$ cat src/rtl/agnus_sprite_dma_seq.sv
// Per-line sprite DMA sequencer for the eight hardware sprites.
// Fetches POS/CTL/DATA/DATB from chip RAM in the fixed sprite slots,
// tracks vertical start/stop per channel and drives the Denise
// register-write strobe for each fetched word.
//
// Bus handshake: a fetch is launched on a slot edge (clk7_en & cck);
// dma_req/dma_ptr are then held for one 7MHz cycle. On the following
// clk7_en, reg_wr/reg_addr are held for one 7MHz cycle, and chip_data
// is sampled at the clk7_en edge that ends that cycle.
module agnus_sprite_dma_seq #(
  parameter int         NSPR   = 8,
  parameter int         VFIRST = 25,
  parameter logic [7:0] SLOT0  = 8'h15
) (
  input  logic                clk,
  input  logic                reset_n,
  input  logic                clk7_en,
  input  logic                cck,
  input  logic [7:0]          hcc,
  input  logic [10:0]         vpos,
  input  logic                sof,
  input  logic                spr_dma_en,
  input  logic [1:0]          fmode,
  input  logic                cpu_wr,
  input  logic [7:0]          cpu_reg,
  input  logic [15:0]         cpu_data,
  input  logic [15:0]         chip_data,
  output logic                dma_req,
  output logic [20:0]         dma_ptr,
  output logic                reg_wr,
  output logic [7:0]          reg_addr,
  output logic [3*NSPR-1:0]   dbg_state
);

  // Encoding is visible on dbg_state (3 bits per channel, channel 0 lowest).
  typedef enum logic [2:0] {
    S_IDLE       = 3'd0,
    S_FETCH_CTL  = 3'd1,
    S_WAIT_START = 3'd2,
    S_ACTIVE     = 3'd3,
    S_DONE       = 3'd4
  } spr_state_t;

  localparam logic [1:0]  K_POS    = 2'd0;
  localparam logic [1:0]  K_CTL    = 2'd1;
  localparam logic [1:0]  K_DATA   = 2'd2;
  localparam logic [1:0]  K_DATB   = 2'd3;
  localparam logic [10:0] VFIRST_V = 11'(VFIRST);

  spr_state_t  state_q    [NSPR];
  spr_state_t  state_d    [NSPR];
  logic [19:0] ptr_q      [NSPR];
  logic [19:0] ptr_d      [NSPR];
  logic [9:0]  vstart_q   [NSPR];
  logic [9:0]  vstart_d   [NSPR];
  logic [9:0]  vstop_q    [NSPR];
  logic [9:0]  vstop_d    [NSPR];
  logic        pos_zero_q [NSPR];
  logic        pos_zero_d [NSPR];
  logic        ctl_zero_q [NSPR];
  logic        ctl_zero_d [NSPR];

  logic [7:0]  pend_addr;
  logic [7:0]  slot_off;
  logic        slot_hit;
  logic [2:0]  slot_ch;
  logic        slot_b;
  logic [19:0] step;
  logic [9:0]  vline;
  logic        fetch;
  logic [1:0]  fetch_k;
  logic        dma_go;
  logic        cap;
  logic [2:0]  cap_ch;
  logic [1:0]  cap_k;
  logic        cpu_hit;
  logic        cpu_pth;
  logic        cpu_ptl;
  logic        cpu_pos;
  logic        cpu_ctl;
  logic [2:0]  cpu_pch;
  logic [2:0]  cpu_vch;

  // Slot A of sprite n is SLOT0+4n, slot B is SLOT0+4n+2; odd offsets belong to nobody.
  assign slot_off = hcc - SLOT0;
  assign slot_hit = clk7_en && cck && (hcc >= SLOT0) && (slot_off <= 8'd30) && !slot_off[0];
  assign slot_ch  = slot_off[4:2];
  assign slot_b   = slot_off[1];
  assign vline    = vpos[9:0];
  assign step     = (fmode == 2'b00) ? 20'd1 : (fmode == 2'b11) ? 20'd4 : 20'd2;

  // The word on the Denise bus this cycle is the one whose data is being captured.
  assign cap    = clk7_en && reg_wr;
  assign cap_ch = reg_addr[4:2];
  assign cap_k  = reg_addr[1:0];

  assign cpu_hit = clk7_en && cpu_wr;
  assign cpu_pth = cpu_hit && (cpu_reg[7:4] == 4'h9) && !cpu_reg[0];
  assign cpu_ptl = cpu_hit && (cpu_reg[7:4] == 4'h9) && cpu_reg[0];
  assign cpu_pos = cpu_hit && (cpu_reg[7:5] == 3'b101) && (cpu_reg[1:0] == K_POS);
  assign cpu_ctl = cpu_hit && (cpu_reg[7:5] == 3'b101) && (cpu_reg[1:0] == K_CTL);
  assign cpu_pch = cpu_reg[3:1];
  assign cpu_vch = cpu_reg[4:2];

  // Channel next-state: slot decisions, pointer advance, POS/CTL capture, CPU overrides, sof.
  always_comb begin
    for (int i = 0; i < NSPR; i++) begin
      state_d[i]    = state_q[i];
      ptr_d[i]      = ptr_q[i];
      vstart_d[i]   = vstart_q[i];
      vstop_d[i]    = vstop_q[i];
      pos_zero_d[i] = pos_zero_q[i];
      ctl_zero_d[i] = ctl_zero_q[i];
    end
    fetch   = 1'b0;
    fetch_k = K_POS;

    if (slot_hit && !slot_b) begin
      unique case (state_q[slot_ch])
        S_IDLE: begin
          if (vpos == VFIRST_V) begin
            state_d[slot_ch] = S_FETCH_CTL;
            fetch            = 1'b1;
          end
        end
        S_FETCH_CTL: fetch = 1'b1;
        S_WAIT_START: begin
          if (pos_zero_q[slot_ch] && ctl_zero_q[slot_ch]) begin
            state_d[slot_ch] = S_DONE;
          end else if (vline == vstart_q[slot_ch]) begin
            fetch = 1'b1;
            if (vstart_q[slot_ch] == vstop_q[slot_ch]) begin
              state_d[slot_ch] = S_FETCH_CTL;
            end else begin
              state_d[slot_ch] = S_ACTIVE;
              fetch_k          = K_DATB;
            end
          end
        end
        S_ACTIVE: begin
          fetch = 1'b1;
          if (vline == vstop_q[slot_ch]) begin
            state_d[slot_ch] = S_FETCH_CTL;
          end else begin
            fetch_k = K_DATB;
          end
        end
        default: ;
      endcase
    end else if (slot_hit && slot_b) begin
      if (state_q[slot_ch] == S_FETCH_CTL) begin
        fetch            = 1'b1;
        fetch_k          = K_CTL;
        state_d[slot_ch] = S_WAIT_START;
      end else if (state_q[slot_ch] == S_ACTIVE) begin
        fetch   = 1'b1;
        fetch_k = K_DATA;
      end
    end

    // With DMA off the state machine keeps tracking lines but nothing moves on the bus.
    dma_go = fetch && spr_dma_en;
    if (dma_go) ptr_d[slot_ch] = ptr_q[slot_ch] + step;

    if (cap && cap_k == K_POS) begin
      vstart_d[cap_ch]   = {vstart_d[cap_ch][9:8], chip_data[15:8]};
      pos_zero_d[cap_ch] = (chip_data == 16'h0);
    end
    if (cap && cap_k == K_CTL) begin
      vstart_d[cap_ch]   = {chip_data[6], chip_data[2], vstart_d[cap_ch][7:0]};
      vstop_d[cap_ch]    = {chip_data[5], chip_data[1], chip_data[15:8]};
      ctl_zero_d[cap_ch] = (chip_data == 16'h0);
    end

    // CPU pointer writes build on the registered pointer, so a coincident increment is dropped.
    if (cpu_pth) ptr_d[cpu_pch] = {cpu_data[4:0], ptr_q[cpu_pch][14:0]};
    if (cpu_ptl) ptr_d[cpu_pch] = {ptr_q[cpu_pch][19:15], cpu_data[15:1]};
    if (cpu_pos) begin
      vstart_d[cpu_vch]   = {vstart_d[cpu_vch][9:8], cpu_data[15:8]};
      pos_zero_d[cpu_vch] = (cpu_data == 16'h0);
    end
    if (cpu_ctl) begin
      vstart_d[cpu_vch]   = {cpu_data[6], cpu_data[2], vstart_d[cpu_vch][7:0]};
      vstop_d[cpu_vch]    = {cpu_data[5], cpu_data[1], cpu_data[15:8]};
      ctl_zero_d[cpu_vch] = (cpu_data == 16'h0);
    end

    if (clk7_en && sof) begin
      for (int i = 0; i < NSPR; i++) state_d[i] = S_IDLE;
    end
  end

  // Channel state registers.
  always_ff @(posedge clk or negedge reset_n) begin
    if (!reset_n) begin
      for (int i = 0; i < NSPR; i++) begin
        state_q[i]    <= S_IDLE;
        ptr_q[i]      <= '0;
        vstart_q[i]   <= '0;
        vstop_q[i]    <= '0;
        pos_zero_q[i] <= 1'b0;
        ctl_zero_q[i] <= 1'b0;
      end
    end else begin
      for (int i = 0; i < NSPR; i++) begin
        state_q[i]    <= state_d[i];
        ptr_q[i]      <= ptr_d[i];
        vstart_q[i]   <= vstart_d[i];
        vstop_q[i]    <= vstop_d[i];
        pos_zero_q[i] <= pos_zero_d[i];
        ctl_zero_q[i] <= ctl_zero_d[i];
      end
    end
  end

  // Bus pipeline: chip-bus request for one 7MHz cycle, then the Denise write for the next.
  always_ff @(posedge clk or negedge reset_n) begin
    if (!reset_n) begin
      dma_req   <= 1'b0;
      dma_ptr   <= '0;
      pend_addr <= '0;
      reg_wr    <= 1'b0;
      reg_addr  <= '0;
    end else if (clk7_en) begin
      dma_req   <= dma_go;
      dma_ptr   <= dma_go ? {1'b0, ptr_q[slot_ch]} : '0;
      pend_addr <= dma_go ? {3'b101, slot_ch, fetch_k} : '0;
      reg_wr    <= dma_req;
      reg_addr  <= dma_req ? pend_addr : '0;
    end
  end

  // Flatten channel states for observation.
  always_comb begin
    dbg_state = '0;
    for (int i = 0; i < NSPR; i++) dbg_state[3*i +: 3] = state_q[i];
  end

endmodule

$ cat config.mk
export PLATFORM = sky130hd
export DESIGN_NAME = agnus_sprite_dma_seq
export DESIGN_NICKNAME = d
export VERILOG_FILES = /design/src/rtl/agnus_sprite_dma_seq.sv
export SDC_FILE = /design/constraint.sdc
export NUM_CORES = 1
export LEC_CHECK = 0
export CAP_MARGIN = 10
export CORE_ASPECT_RATIO = 0.7
export CORE_UTILIZATION = 40
export DETAILED_ROUTE_END_ITERATION = 6
export GPL_TIMING_DRIVEN = 1
export PLACE_DENSITY = 0.69
export SLEW_MARGIN = 25
export SYNTH_ARGS = -nofsm -noshare
export SYNTH_HDL_FRONTEND = slang
export SYNTH_SLANG_ARGS = --single-unit
$ cat constraint.sdc
create_clock -name clk -period 4.2 [get_ports clk]
set_input_delay 0.63 -clock clk [delete_from_list [all_inputs] [get_ports clk]]
set_output_delay 0.63 -clock clk [all_outputs]
set_load 0.02 [all_outputs]
==> impl_metrics.toml, run 1 <==
[clock_network]
clk_latency_ns = 0.61
holdBufCountCts = 0
root_buffer = "clkbuf_16"
cts_tree = "yes"
clockBufferDepth = 3
cts_buffers = 44
clk_pin_slew_ns = 0.06
cts_num_sinks = 392
htreeDepth = 2

[synth]
yosys.area_share.adder_pct = 0.4354
synthSimpleGateAreaFrac_pct = 13.50
ys_ff_latch = 392
synth_warnings = 0
synth_top_family_by_area = "multiplexers"
synth-edff-count = 0
ys_seq_area_share_pct = 39.69
syn-mean-instance-area_um2 = 9.347
syn_area_mm2 = 0.02471
synth-compound-area-share_pct = 18.51
ys.flop_type = "dfrtp_1"
synth-async-reset-ratio_pct = 100.0
synth_xor_area_share_pct = 1.802
synth_top_area_share_pct = 39.69
syn_inst = 2644
synth_top_cell_by_area = "dfrtp_1"
muxShareOfSynthArea_pct = 21.17
synth_area_leaders = "dfrtp_1 (40%), mux2i_1 (18%), nand2_1 (4.1%)"
synth.distinct_cells = 96

[critical_path]
crit_required_ns = 4.68
slowest_delay_ns = 0.63
worst-path-buf-inv = 7
path_class = "input port to flip-flop"
path_cells = "clkdlybuf4s50_1 > buf_6 > nor4b_4 > buf_4 > o21a_1 > nor2_2 > buf_4 > a211oi_1 > buf_4 > nor4_1 > buf_4 > xnor2_1 > and4_1 > a31oi_1 > o21ai_1 > buf_4 > o21ai_0 > a22o_1"
end_kind = "flip-flop"
critical-path-top-delay-family = "buffers and inverters"
slowest_stage = "nor4_1"
startpoint_type = "input port"
cp_max_fo = 9
crit_top_cell = "buf_4"
crit_arrival_ns = 4.51

[floorplan]
num_rows = 75
io_pins = 123
core_area_mm2 = 0.06053
die-area_mm2 = 0.06280
die-width_um = 299.1
die_h_um = 210.0
start_util_pct = 40.83

[finish]
fin_nets = 3055
layout-drive-gt1-share_pct = 21.45
final_cells = 3821
final_util_pct = 51.49
area_growth_syn_to_layout_pct = 26.10

[sta]
fin_skew_ns = 0.02665
slew_headroom_pct = 17.39
tns_ns = 0
post-route-period-util_pct = 96.07
fmax_ghz = 0.2478
period_needed_ns = 4.035
hold_violations = 0
setup_ws_ns = 0.1653
finalSetupViolations = 0
final_max_slew_viol_count = 0
worstMarginPinSlew_ns = 1.235

[global_routing]
grt_usage_pct = 35.84
grt_max_degree = 99
grt_first_pass_wirelength_um = 164300
grt_pass1_vias = 23082
grt-ovfl-total = 0
antenna_found_initial = 2

[hold_path]
hp-class = "input port to asynchronous set/reset pin"

[routing]
drc = 0
vias_per_cell = 6.404
drtIter0Drc = 3665
drtPass1Iterations = 7
num_vias = 24468
drt.antenna.violating_nets = 0
route.final.wire_length_um = 114800
wl_per_cell_um = 30.04

[placement]
gp_congestion = 1.040
post-dp-hpwl_um = 82690
port_buffers = 120
dpl.cell_count = 3730
place_ws_ns = -1.067

[power_and_ir_drop]
power_density_mw_per_mm2 = 344.5
peakVddDrop_mv = 0.2829
power_leakage_nw = 13.89
total_power_mw = 10.74

[run]
drv_cap = 0

[status]
outcome = "completed"
-- cell usage in the layout, fill, tap and decap left out, types with 11 or more instances in the layout --
master,n
inv_1,24
nor2b_1,12
nand3_1,21
nor3_1,24
nand2_1,269
nor2_1,205
mux4_2,13
mux2_2,52
nor3_2,12
or3_1,12
and3_1,12
mux2i_1,435
nand2b_1,19
a221oi_1,24
clkbuf_16,48
buf_12,28
and2_1,13
a22oi_1,14
buf_4,358
or4_1,11
o21ai_1,119
a22o_1,25
dfrtp_1,392
xnor2_1,23
a21oi_1,171
o21ai_0,132
nor4_1,17
clkdlybuf4s50_1,111
xor2_1,17
o221ai_1,17
o2bb2ai_1,27
o22ai_1,92
a2bb2oi_1,11
-- through the flow --
stage	instance area (µm²)	hold slack (ns)
3_5_place_dp	29270	0.4742
2_1_floorplan	24920	0.3344
6_report	31160	0.1155
4_1_cts	30940	0.1421
3_3_place_gp	29270	0.4678
5_1_grt	31160	0.1829
-- cell usage after synthesis, types with 21 or more instances --
master / n
buf_4: 30
dfrtp_1: 392
mux2_2: 52
o22ai_1: 94
a221oi_1: 24
nand3_1: 21
a21oi_1: 172
nor2_1: 212
a22o_1: 25
clkbuf_1: 134
o21ai_1: 120
o21ai_0: 133
mux2i_1: 435
buf_2: 25
nand2_1: 272
buf_1: 22
o2bb2ai_1: 27
inv_1: 28
nor3_1: 35
xnor2_1: 30
-- metal layers --
layer / share of wire [%] / global-route usage (%) / wire, µm / vias to the layer above
met4: 2.8 / 9.993 / 3163 / 0
met5: 0 / 0 / 0 / -
met1: 43 / 53.68 / 48840 / 12013
met2: 38 / 47.11 / 44170 / 1883
li1: - / - / - / 10352
met3: 16 / 13.50 / 18600 / 220
-- path summary, 6_finish.rpt --
check	from	to	slack (ns)	cells after the start
max	hcc[2]	dbg_state[16]	0.17	18
min	reset_n	reg_addr[3]	0.12	1
max reg2reg	vstart_q[46]	ptr_q[155]	0.73	14
min reg2reg	dma_ptr[13]	dma_ptr[13]	0.48	1
max in group asynchronous	reset_n	ptr_q[41]	2.99	2
min in group clk	dma_ptr[13]	dma_ptr[13]	0.48	1
-- state kept, by name (all words and copies together), names as in the netlist --
signal and count:
ctl_zero_q 8, dbg_state 24, dma_ptr 20, pend_addr 6, pos_zero_q 8, ptr_q 160, reg_addr 6, vstart_q 80
vstop_q 80
-- where the power goes --
part	internal [mW]	switching (mW)
sequential	3.97	0.197
combinational	0.887	1.32
clock	2.58	1.77
-- repair_timing --
| action | CTS | global route |
|---|---|---|
| endpoints found under the setup margin | 203 | 181 |
| endpoints found under the hold margin | 0 | 0 |
| cloned | 0 | 2 |
| setup buffers | 0 | 9 |
| resized for setup | 19 | 23 |
| pin swaps | 0 | 10 |
-- layout make-up --
type,count,area (µm²)
fill,5493,29360
multi-input combinational,1995,14090
sequential,392,9809
timing repair buffer,512,4523
clock buffer,54,1231
tap,808,1011
clock inverter,25,362.8
inverter,34,130.1
antenna,1,2.502
-- kinds of logic (layout without fill, tap and decap cells) --
kind of cell    after synthesis  after routing
compound gates              733            733
mux                         500            500
other cells                   1              3
buf+inv                     258            625
fa+ha+maj                     8              8
xor+xnor                     50             50
flops                       392            392
simple gates                702            702
(Power assumes the default switching activity.)
==> run 2, diff against run 1 <==
--- a/config.mk
+++ b/config.mk
@@ -10,7 +10,7 @@
 export CORE_UTILIZATION = 40
 export DETAILED_ROUTE_END_ITERATION = 6
 export GPL_TIMING_DRIVEN = 1
-export PLACE_DENSITY = 0.69
+export HOLD_SLACK_MARGIN = 0.12
 export SLEW_MARGIN = 25
 export SYNTH_ARGS = -nofsm -noshare
 export SYNTH_HDL_FRONTEND = slang
==> run 2 against run 1 <==
Largest cell class unchanged. Die area stayed put. Register-to-register slack gained 0.16 ns. First-iteration DRC count fell by 2.9%. Critical path depth rose by 1. Sequential power about the same. Maximum frequency grew 1.1%. Sequential share of layout area grew 0.52 points.
==> impl_metrics.toml, run 2 (synthesis results as in run 1) <==
[status]
outcome = "completed"

[floorplan]
num_rows = 75
die-area_mm2 = 0.06280
die_h_um = 210.0
core_area_mm2 = 0.06053
start_util_pct = 40.83
die-width_um = 299.1
io_pins = 123

[critical_path]
cp_max_fo = 9
crit_required_ns = 4.72
end_kind = "flip-flop"
path_class = "input port to flip-flop"
startpoint_type = "input port"
crit_arrival_ns = 4.51

[clock_network]
clk_latency_ns = 0.60
cts_num_sinks = 392
root_buffer = "clkbuf_16"
clockBufferDepth = 3
cts_tree = "yes"
cts_buffers = 44
htreeDepth = 2
clk_pin_slew_ns = 0.06

[placement]
dpl.cell_count = 3712
port_buffers = 120
gp_congestion = 1.018
post-dp-hpwl_um = 78930
place_ws_ns = -0.7815

[hold_path]
hp-class = "flip-flop to flip-flop"

[routing]
wl_per_cell_um = 29.09
drtIter0Drc = 3559
drc = 0
num_vias = 23936
vias_per_cell = 6.309
drtPass1Iterations = 7
route.final.wire_length_um = 110400
drt.antenna.violating_nets = 0

[global_routing]
grt_first_pass_wirelength_um = 160100
grt_max_degree = 111
antenna_found_initial = 4
grt_usage_pct = 34.63
grt_pass1_vias = 23090
grt-ovfl-total = 0

[sta]
finalSetupViolations = 0
slew_headroom_pct = 29.12
period_needed_ns = 3.991
whs_ns = 0.4862
setup_ws_ns = 0.2086
grt_setup_unrepaired = "false"
post-route-period-util_pct = 95.03
fmax_ghz = 0.2505
final_max_slew_viol_count = 0
worstMarginPinSlew_ns = 1.059
fin_skew_ns = 0.03518
hold_violations = 0

[finish]
fin_nets = 3028
top_regs = "ptr_q: 160 flops, vstart_q: 80 flops, vstop_q: 80 flops"
final_common_cell = "mux2i_1"
top_register = "ptr_q"
final_cell_mix = "mux2i_1 (435), dfrtp_1 (392), buf_4 (337)"
fillers = 5452
layout-drive-gt1-share_pct = 20.00
largest_reg_flops = 160
area_growth_syn_to_layout_pct = 24.04
final_cells = 3794

[power_and_ir_drop]
power_leakage_nw = 13.65
power_density_mw_per_mm2 = 333.0
peakVddDrop_mv = 0.2884

[run]
drv_cap = 0
-- run 2: cell types whose count changed in the layout (fill, tap and decap cells not counted), sizes merged --
cell | before | now
buf | 397 | 371
clkbuf | 57 | 67
bufinv | 8 | 2
clkinvlp | 6 | 2
clkinv | 14 | 12
dlygate4sd3 | 0 | 1
-- run 2: cell type report --
| class | instances | area [µm²] | share of cell area [%] |
|---|---|---|---|
| Inverter | 34 | 130.1 | 0.4245 |
| Timing Repair Buffer | 485 | 4252 | 13.87 |
| Tap cell | 808 | 1011 | 3.298 |
| Multi-Input combinational cell | 1995 | 14020 | 45.73 |
| Antenna cell | 1 | 2.502 | 0.008164 |
| Clock buffer | 66 | 1296 | 4.229 |
| Sequential cell | 392 | 9809 | 32.00 |
| Clock inverter | 13 | 135.1 | 0.4408 |
-- run 2: worst max-delay path, cell delays in order --
cell and delay [ns]:
clkdlybuf4s50_1 0.48, buf_6 0.16, and4bb_4 0.32, o21ai_2 0.09, and2_1 0.29, buf_4 0.22, o22ai_1 0.19, nor3b_2 0.09
buf_4 0.14, ha_1 0.36, a21oi_1 0.14, nor4_2 0.28, nand2_1 0.10, buf_4 0.18, nor4_2 0.18, buf_4 0.17
xnor2_2 0.19, mux2i_1 0.16, o21ai_1 0.14
-- run 2: final timing paths --
kind / endpoint / slack [ns] / start / depth (start not counted)
setup / recovery: ptr_q[53] / 0.21 / hcc[2] / 19
hold / removal: dma_ptr[12] / 0.49 / dma_ptr[12] / 1
setup reg to reg: ptr_q[94] / 0.89 / vstart_q[48] / 15
hold reg to reg: dma_ptr[12] / 0.49 / dma_ptr[12] / 1
max in group asynchronous: ptr_q[9] / 2.42 / reset_n / 3
min in group asynchronous: vstart_q[35] / 0.62 / reset_n / 2
-- run 2: routing by layer --
metal	global-route usage, %	wire [µm]	up-vias
met5	0	30	-
met4	9.694	2877	4
met3	11.75	15060	213
met2	47.30	43450	1620
met1	51.21	48940	11804
li1	-	-	10295
-- run 2: power by group --
| group | switching, mW | internal [mW] |
|---|---|---|
| combinational | 1.22 | 0.845 |
| clock | 1.72 | 2.26 |
| sequential | 0.189 | 3.97 |
| total | 3.13 | 7.08 |
-- run 2: metrics by stage --
step	instance area (µm²)	util [%]	power, mW	setup TNS, ns
2_1_floorplan	24920	-	5.203	0
3_3_place_gp	29120	48.11	6.174	-112.55
3_5_place_dp	29130	48.12	6.212	-120.43
4_1_cts	30620	50.59	10.18	0
5_1_grt	30650	50.64	10.50	0
6_report	30650	50.64	10.21	0
-- run 2: timing repair --
action	CTS	global route
resized for setup	13	10
endpoints found under the setup margin	96	179
pin swaps	2	2
endpoints found under the hold margin	70	0
setup buffers	1	0
hold buffers	1	0
==> run 3, diff against run 2 <==
==> constraint.sdc (replaced) <==
create_clock -name clk -period 5.1 [get_ports clk]
set_input_delay 0.765 -clock clk [delete_from_list [all_inputs] [get_ports clk]]
set_output_delay 0.765 -clock clk [all_outputs]
set_load 0.02 [all_outputs]
==> run 3 against run 2 <==
Critical path depth increased by 2. Hold slack got worse by 0.31 ns. Clock power decreased by 9.5%. Power decreased by 15%. Register-to-register slack improved by 0.57 ns. Clock skew increased by 0.0050 ns. Routed wire length decreased by 2.0%. Largest cell class unchanged. Largest power group is now clock.
==> impl_metrics.toml, run 3 (synthesis results as in run 1) <==
[status]
outcome = "completed"

[critical_path]
path_class = "input port to flip-flop"
end_kind = "flip-flop"
slowest_delay_ns = 0.50
worst-path-buf-inv = 5
path_cells = "clkdlybuf4s50_1 > inv_1 > ha_1 > buf_4 > nor2b_1 > o21ai_2 > nand2_2 > nand2_1 > o22ai_1 > nor3b_1 > ha_1 > inv_1 > fa_1 > inv_1 > a21oi_1 > nor4_4 > nand2_1 > or3_1 > xor2_4 > mux2i_1 > o21ai_1"
critical-path-top-delay-family = "simple AND/OR/NAND/NOR gates"
slowest_stage = "or3_1"
crit_top_cell = "inv_1"
crit_arrival_ns = 5.40
cp_max_fo = 9
startpoint_type = "input port"
crit_required_ns = 5.59
r2r-start = "ptr_q[100]"
crit_path_start = "hcc[0]"

[placement]
place_ws_ns = -0.2991
post-dp-hpwl_um = 75620
gp_congestion = 1.009
port_buffers = 120

[sta]
final_max_slew_viol_count = 0
whs_ns = 0.1804
post-route-period-util_pct = 96.38
fmax_ghz = 0.2034
setup_ws_ns = 0.1846
hold_violations = 0
slew_headroom_pct = 21.22
period_needed_ns = 4.915
worstMarginPinSlew_ns = 1.177
fin_skew_ns = 0.04018
finalSetupViolations = 0
grt_setup_unrepaired = "false"

[global_routing]
grt_first_pass_wirelength_um = 157500
antenna_found_initial = 2
grt_max_degree = 128
grt_pass1_vias = 22620
grt_usage_pct = 34.04
grt-ovfl-total = 0

[finish]
final_common_cell = "mux2i_1"
top_register = "ptr_q"
fillers = 5553
top_regs = "ptr_q: 160 flops, vstart_q: 80 flops, vstop_q: 80 flops"
final_util_pct = 49.13
fin_nets = 2914
layout-drive-gt1-share_pct = 16.05
area_growth_syn_to_layout_pct = 20.34
final_cell_mix = "mux2i_1 (435), dfrtp_1 (392), nand2_1 (271)"
largest_reg_flops = 160

[power_and_ir_drop]
power_leakage_nw = 13.12
peakVddDrop_mv = 0.2011
power_density_mw_per_mm2 = 290.9

[hold_path]
hp-class = "input port to asynchronous set/reset pin"

[floorplan]
die_h_um = 210.0
start_util_pct = 40.83
num_rows = 75
core_area_mm2 = 0.06053
die-width_um = 299.1
io_pins = 123
die-area_mm2 = 0.06280

[clock_network]
htreeDepth = 2
clk_latency_ns = 0.61
clk_pin_slew_ns = 0.06
clockBufferDepth = 3
cts_setup_buffers = 0
root_buffer = "clkbuf_16"
holdBufCountCts = 0
cts_buffers = 43
cts_tree = "yes"
cts_num_sinks = 392

[run]
drv_cap = 0

[routing]
wl_per_cell_um = 29.37
drt.antenna.violating_nets = 0
num_vias = 23775
drc = 0
route.final.wire_length_um = 108200
vias_per_cell = 6.455
drtIter0Drc = 3622
drtPass1Iterations = 6
run 3: changes by cell type in the layout (fill, tap and decap cells not counted), sizes merged, moves of 2 or more:
cell,delta
bufinv,+6
buf,-112
diode,+2
clkdlybuf4s50,+2
clkinv,+2
clkbuf,-8
clkinvlp,-2
run 3: power by group:
| part | switching, mW | leakage, nW | internal [mW] | total (mW) |
|---|---|---|---|---|
| Sequential | 0.149 | 5.37 | 3.27 | 3.42 |
| Combinational | 1.01 | 6.96 | 0.625 | 1.63 |
| Clock | 1.43 | 0.796 | 2.16 | 3.60 |
run 3: worst register-to-register path: stages (launching register included):
cell,delay (ns)
dfrtp_1,0.41
o22ai_1,0.11
nor2_1,0.10
nor3b_1,0.37
ha_1,0.26
inv_1,0.07
fa_1,0.43
inv_1,0.07
a21oi_1,0.11
nor4_4,0.32
nand2_1,0.22
or3_1,0.50
xor2_4,0.27
mux2i_1,0.11
o21ai_1,0.17
run 3: timing repair:
action / in CTS / in global routing
endpoints found under the setup margin: 0 / 7
hold endpoints to repair: 0 / 0
gates resized for setup: 0 / 1
run 3: final timing paths:
check,endpoint,slack [ns],cells past startpoint
max in group asynchronous,ptr_q[146],3.73,2
worst min register to register,dma_ptr[3],0.49,1
worst min-delay path,vstart_q[33],0.18,1
min in group clk,dma_ptr[3],0.49,1
worst max-delay path,ptr_q[32],0.18,21
worst max register to register,ptr_q[32],1.46,14
run 3: layout make-up:
cell class                      count  area, µm²  share of cell area, %
Multi-Input combinational cell   1995      13800                  46.39
Clock inverter                     20      322.8                  1.085
Clock buffer                       59       1277                  4.296
Sequential cell                   392       9809                  32.99
Tap cell                          808       1011                  3.400
Inverter                           34      127.6                 0.4291
Timing Repair Buffer              372       3387                  11.39
Antenna cell                        3      7.507                0.02524
run 3: metal layers:
layer	share of wire, %	track usage (%)	vias up
met5	0.053	0.5376	-
met4	2.7	9.676	4
met3	14	10.94	237
met2	38	44.90	1705
met1	44	51.97	11746
li1	-	-	10083
run 3: through the flow:
step / instance area [µm²] / std cells / power [mW] / setup TNS (ns)
finish: 29740 / 3683 / 8.650 / 0
global route: 29730 / 3680 / 8.887 / 0
CTS: 29720 / 3680 / 8.617 / 0
detailed placement: 28120 / 3601 / 5.036 / -5.148
global placement: 28120 / 3601 / 5.010 / -3.155
floorplan: 24720 / 2645 / 4.262 / 0
